$ cat src/rtl/pulse_receiver.sv
// Stretched-pulse line receiver: synchronizes line_in, measures each high run and
// strobes pulse_out (accepted width) or err (too short / too long). Optional macro: PULSE_RX_COUNT_EN.
module pulse_receiver #(
  parameter int SYNC_STAGES = 2,
  parameter int MIN_LEN     = 6,
  parameter int MAX_LEN     = 10
) (
  input  logic       clk,
  input  logic       rst,
  input  logic       line_in,
  output logic       pulse_out,
  output logic       err,
  output logic       busy
`ifdef PULSE_RX_COUNT_EN
  ,
  output logic [7:0] event_count
`endif
);

  localparam logic [7:0] MIN_L = 8'(MIN_LEN);
  localparam logic [7:0] MAX_L = 8'(MAX_LEN);

  typedef enum logic [1:0] {IDLE, HIGH, WAIT_LOW} state_t;

  state_t                 state, state_nxt;
  logic [7:0]             len, len_nxt;
  logic                   pulse_nxt, err_nxt;
  logic [SYNC_STAGES-1:0] sync;
  logic                   line_s;

  // Chain resets to 1 so a line already high at release looks like a pulse in progress.
  always_ff @(posedge clk) begin
    if (rst) sync <= '1;
    else     sync <= {sync[SYNC_STAGES-2:0], line_in};
  end

  assign line_s = sync[SYNC_STAGES-1];

  always_ff @(posedge clk) begin
    if (rst) begin
      state     <= WAIT_LOW;
      len       <= '0;
      pulse_out <= 1'b0;
      err       <= 1'b0;
    end else begin
      state     <= state_nxt;
      len       <= len_nxt;
      pulse_out <= pulse_nxt;
      err       <= err_nxt;
    end
  end

  always_comb begin
    state_nxt = state;
    len_nxt   = len;
    pulse_nxt = 1'b0;
    err_nxt   = 1'b0;
    case (state)
      IDLE: begin
        if (line_s) begin
          state_nxt = HIGH;
          len_nxt   = 8'd1;
        end
      end
      HIGH: begin
        if (!line_s) begin
          state_nxt = IDLE;
          if (len >= MIN_L && len <= MAX_L) pulse_nxt = 1'b1;
          else                              err_nxt   = 1'b1;
        end else if (len == MAX_L) begin
          // Too long: report once, then ignore the rest of this run.
          state_nxt = WAIT_LOW;
          err_nxt   = 1'b1;
        end else begin
          len_nxt = len + 8'd1;
        end
      end
      WAIT_LOW: begin
        if (!line_s) state_nxt = IDLE;
      end
      default: state_nxt = IDLE;
    endcase
  end

  assign busy = (state != IDLE);

`ifdef PULSE_RX_COUNT_EN
  always_ff @(posedge clk) begin
    if (rst)            event_count <= '0;
    else if (pulse_out) event_count <= event_count + 8'd1;
  end
`endif

endmodule

$ cat config.mk
export PLATFORM = sky130hd
export DESIGN_NAME = pulse_receiver
export DESIGN_NICKNAME = d
export VERILOG_FILES = /design/src/rtl/pulse_receiver.sv
export SDC_FILE = /design/constraint.sdc
export NUM_CORES = 1
export LEC_CHECK = 0
export CORE_MARGIN = 4
export CORE_UTILIZATION = 47
export CTS_CLUSTER_DIAMETER = 30
export CTS_CLUSTER_SIZE = 25
export DETAILED_ROUTE_END_ITERATION = 12
export PLACE_DENSITY = 0.7
export SYNTH_ARGS = -nofsm -noshare
export SYNTH_HDL_FRONTEND = slang
export SYNTH_SLANG_ARGS = --single-unit
$ cat constraint.sdc
create_clock -name clk -period 1.4 [get_ports clk]
set_input_delay 0.28 -clock clk [delete_from_list [all_inputs] [get_ports clk]]
set_output_delay 0.28 -clock clk [all_outputs]
set_load 0.03 [all_outputs]
# Word-level counts from Yosys, hierarchy flattened
# Cells that the tools add are included.
# W data, S select, Z words.
# op_classes
n_addsub	1
magnitude_cmp	2
eq_ne	8
mux	13
bitwise_logic	1
n_reduce_logical	8
# op_table
op	n
$mux W8	3
$pmux W8 S2	1
$add A8 B1 Y8 const B	1
$eq A8 B4 Y1 const B	1
$ge A8 B3 Y1 const B	1
$le A8 B4 Y1 const B	1
$mux W2	4
$ne A2 B2 Y1 const B	4
$pmux W2 S3	1
$mux W1	4
$reduce_and A4 Y1	1
$reduce_bool A2 Y1	2
$ne A3 B3 Y1 const B	1
$reduce_and A3 Y1	1
$reduce_or A3 Y1	1
$eq A2 B1 Y1 const B	1
$eq A2 B2 Y1 const B	1
$logic_not A2 Y1	1
$reduce_or A2 Y1	1
$logic_and A1 B1 Y1	1
$not A1 Y1	1
# totals
reg_bits	14
input_bits	3
out_inout_bits	3

# Logic depth before layout (Yosys ltp)
# depth
ltp_word	4
depth_mapped	6
ltp_nobuf	6

# Worst setup path after synthesis
# Ideal clock, no wire load.
# synth_timing
path_kind	register to register
start	register len[0]
end	register len[1]
setup_time_ns	0.074
arrival_ns	1.294
required_time_ns	1.326
slack_ns	0.031
stages_incl_launch_ff	5
n_path_buf	0
path_cell_list	dfxtp_1 -> inv_1 -> ha_1 -> or4_1 -> o21ai_0
# synth_via
elab_chain_cells	4
elab_cells_between_ends	7
# synth_rtl
item	line_no	rtl
start, declared	26	logic [7:0] len, len_nxt;
start signal, assigned	47	len <= len_nxt;
$add A8 B1 Y8	75	len_nxt = len + 8'd1;
$mux W8	70	end else if (len == MAX_L) begin
$mux W8	66	if (!line_s) begin
$pmux W8 S2	58	case (state)
# Parallel ways exist; a longest one is shown, timed or not. The select of a mux whose other input is x is not followed.
# A chain may end at the register's enable or synchronous reset.

# Final worst setup path
# layout_timing
start	register len[4]
end	register err
# layout_via
elab_chain_cells	4
elab_cells_between_ends	7
# layout_rtl
item	line_no	rtl
$ge A8 B3 Y1 or $le A8 B4 Y1 (tied branches)	68	if (len >= MIN_L && len <= MAX_L) pulse_nxt = 1'b1;
$logic_and A1 B1 Y1	68	
$mux W1	68	
$mux W1 *	66	
end signal, assigned	49	err <= err_nxt;
end, declared	12	output logic err,
# Every way passes the cells marked *; elsewhere a longest branch is shown, timed or not.

==> results_tabular.tex <==
\begin{tabular}{lr}
\hline
Metric & Value \\
\hline
\multicolumn{2}{l}{\textbf{Status}} \\
\quad Outcome & complete, no violations \\
\multicolumn{2}{l}{\textbf{Timing}} \\
\quad RSZ-0062 raised after global routing & false \\
\quad Fin Setup TNS & 0 ns \\
\quad Max-slew violation count & 0 \\
\quad Post-route clock period utilization & 0.949 \\
\quad Final min period & between 1 and 1.5 ns \\
\quad Max-slew headroom & 0.802 \\
\quad Count of endpoints failing hold in the final timing report & 0 \\
\quad Max Fclk & approximately 750 MHz \\
\quad Final setup skew & between 0.005 and 0.006 ns \\
\quad Final setup viols & 0 \\
\quad Hold slack final & 0.416 ns \\
\quad Worst Max-Slew Pin Slew & between 0.2 and 0.3 ns \\
\multicolumn{2}{l}{\textbf{Pwr}} \\
\quad Max IR drop VDD & 0.629 mV \\
\quad Power Density & roughly 840 mW/mm\^{}2 \\
\quad Leakage power summed over all cells & about 0.00034 uW \\
\multicolumn{2}{l}{\textbf{Worst setup path}} \\
\quad WP data required & 1.61 ns \\
\quad Standard cell with the maximum stage delay on the critical path & sky130\_fd\_sc\_hd\_\_dfxtp\_1 \\
\quad Worst flop-to-flop path endpoint & err \\
\quad Critical Path Start Type & flop \\
\quad Crit-path max FO & 4 \\
\quad R2R Setup Slk & about 0.071 ns \\
\quad Count of buffering cells on the critical path with inverters included & 1 \\
\quad CP Cell Sequence & nor4\_2 -> and4\_4 -> buf\_4 -> nand2b\_1 -> o211a\_1 \\
\quad Worst Reg2Reg Path Length in Cells & 5 \\
\quad Logic depth of the worst path, buffers included & 5 \\
\quad Cell type group with the largest total delay on the critical path & simple AND/OR/NAND/NOR gates \\
\quad Biggest cell delay along the critical path & 0.33 ns \\
\quad Endpoint type of the worst setup path & flop \\
\quad Startpoint of the most critical register-to-register path & len[4] \\
\quad Arrival time at the worst endpoint & around 1.5 ns \\
\quad Crit Path Class & reg2reg \\
\multicolumn{2}{l}{\textbf{Place}} \\
\quad DP Wirelength & 945 um \\
\quad IO buf count & 5 \\
\quad Final GP Congestion & between 0.7 and 0.8 \\
\quad Cells after DPL & about 100 \\
\multicolumn{2}{l}{\textbf{Cells and area}} \\
\quad Number of filler cells placed in the layout & roughly 110 \\
\quad Non-filler cells in the finished layout & approximately 110 \\
\quad Synth-to-Final Area Change & 29.5\% \\
\quad Ratio of cells with drive above 1 in the final layout & 0.253 \\
\quad Net count reported at finish & 98 \\
\quad Highest-count cells in the layout ignoring fill and taps & 14 x sky130\_fd\_sc\_hd\_\_dfxtp\_1, 14 x sky130\_fd\_sc\_hd\_\_buf\_4, 7 x sky130\_fd\_sc\_hd\_\_nor2\_1, 5 x sky130\_fd\_sc\_hd\_\_nand2b\_1, 5 x sky130\_fd\_sc\_hd\_\_o21ai\_0 \\
\quad Diode count & 0 \\
\multicolumn{2}{l}{\textbf{Floorplanning}} \\
\quad DIE HEIGHT & between 40 and 50 um \\
\quad Die area & 0.00202 mm\^{}2 \\
\quad Core Box Area & 0.00128 mm\^{}2 \\
\quad Die width & approximately 45 um \\
\quad Initial cell density of the core & 0.499 \\
\quad Std cell rows & 13 \\
\quad I/O pin count & 6 \\
\multicolumn{2}{l}{\textbf{Yosys}} \\
\quad Netlist area before placement & about 640 um\^{}2 \\
\quad Syn Inst Count & 71 \\
\quad Share of flip-flops with an asynchronous set or reset & 0 \\
\quad Share of synthesized area occupied by flip-flops and latches & 0.437 \\
\quad Yosys cell types & 30 \\
\quad Most instantiated flip-flop cell in the synthesis netlist & sky130\_fd\_sc\_hd\_\_dfxtp\_1 \\
\quad Post-synthesis net count & 76 \\
\quad Synthesis Warnings & 0 \\
\quad Number of synthesized flops with an enable pin & 0 \\
\quad Avg Synthesized Cell Area & around 9 um\^{}2 \\
\quad Post-synthesis register bit count & 14 \\
\multicolumn{2}{l}{\textbf{Route}} \\
\quad Wirelength, routed & roughly 1200 um \\
\quad First-pass detailed-route iteration total & 4 \\
\quad Drt initial violations & 10 \\
\quad Number of vias per cell & $\sim$5.2 \\
\quad Average wire per cell in the routed design & 11.6 um \\
\quad Antenna-violating nets left & 0 \\
\quad Via Count & between 500 and 600 \\
\quad Residual DRC count & 0 \\
\multicolumn{2}{l}{\textbf{Min path}} \\
\quad Number of cells on the worst hold path & 1 \\
\quad Startpoint of the worst hold path & sync[0] \\
\quad Capture endpoint of the worst hold path & sync[1] \\
\quad Min-Delay Path Class & reg2reg \\
\multicolumn{2}{l}{\textbf{Global route}} \\
\quad Number of global-route vias before repair & between 500 and 600 \\
\quad All-layer global routing usage & 0.156 \\
\quad Pin count of the biggest net entering global routing & 9 \\
\quad First-pass GRT wire length & 2240 um \\
\quad Initial antenna violation count & 0 \\
\quad Total overflow reported by the global router & 0 \\
\multicolumn{2}{l}{\textbf{Clock network}} \\
\quad Sink count of the clock tree & 14 \\
\quad Setup Fix Bufs, Post-CTS & 0 \\
\quad Clock H-tree levels & 1 \\
\quad Number of CTS-inserted buffers & 3 \\
\quad Clock-pin slew on the worst setup and hold paths & around 0.080 ns \\
\quad TritonCTS clock tree & done \\
\quad CTS Root Buffer Type & sky130\_fd\_sc\_hd\_\_clkbuf\_4 \\
\quad Cts-stage hold buffer count & 0 \\
\quad Deepest clock path buffer count & 2 \\
\quad Clock latency at the later pin of the worst-skew pair & 0.27 ns \\
\multicolumn{2}{l}{\textbf{Run}} \\
\quad Max cap viols & 0 \\
\hline
\end{tabular}
worst max path at each step:
stage / from / slack (ns) / to
4_1_cts: state[1] / -0.03 / busy
5_1_grt: len[3] / 0.001 / pulse_out
6_report: len[4] / 0.07 / err
3_3_place_gp: state[1] / -0.04 / busy
2_1_floorplan: len[0] / 0.03 / len[1]
3_5_place_dp: state[1] / -0.04 / busy
cells in the mapped netlist (all sizes together) (3+ instances only):
cell    count  area share
nand2b      5       0.049
nand4       4       0.039
nor2        7       0.041
o21ai       5       0.039
dfxtp      14        0.44
or2         3       0.029
xor2        4       0.055
cells by family after synthesis:
group | count (synthesis) | synth area share
AOI/OAI and AO/OA | 14 | 0.141
xor gates and xnor gates | 5 | 0.0684
adders and majority gates | 2 | 0.0391
buffers and inverters | 4 | 0.0254
DFF | 14 | 0.438
and+or+nand+nor | 32 | 0.289
per-layer routing:
layer | vias to the layer above | global-route usage | wire length (um)
met4 | 0 | 0.105 | 13
met5 | - | 0 | 0
li1 | 295 | - | -
met1 | 255 | 0.203 | 652
met3 | 2 | 0.0478 | 22
met2 | 2 | 0.218 | 541
sequential cells by signal (all words and copies together) (netlist names):
name,count
pulse_out,1
err,1
sync,2
len,8
state,2
power by group:
group	total (uW)	switching, uW	internal [uW]	leakage (uW)
clock	215	116	99.4	0.0000138
combinational	73.9	39.1	34.8	0.000217
sequential	412	4.74	407	0.000114
worst reg2reg max path, delay by kind of cell (launching register included):
family / cells / cell delay, ns
simple gates: 3 / 0.71
flops: 1 / 0.33
compound gates: 1 / 0.13
buf+inv: 1 / 0.11
area by class of cell:
type                       instances  area, um^2  share of cell area
multi-input combinational         53         353               0.425
sequential                        14         280               0.338
timing repair buffer              19         148               0.178
clock buffer                       3        22.5              0.0271
tap                               15        18.8              0.0226
inverter                           2        7.51             0.00905
stage by stage:
| stage | utilization | power, uW | setup WS, ns | instance area (um^2) |
|---|---|---|---|---|
| floorplan | - | 460 | 0.0313 | 641 |
| global placement | 0.627 | 496 | -0.0364 | 806 |
| detailed placement | 0.627 | 497 | -0.0365 | 806 |
| CTS | 0.644 | 714 | -0.0280 | 827 |
| global route | 0.646 | 736 | 0.00115 | 830 |
| finish | 0.646 | 700 | 0.0709 | 830 |
timing repair:
| action | CTS | global route |
|---|---|---|
| pin swaps | 0 | 1 |
| resized for setup | 5 | 5 |
| gates cloned | 0 | 0 |
| endpoints found under the setup margin | 3 | 6 |
No activity file was read; power rests on OpenSTA's default activity.
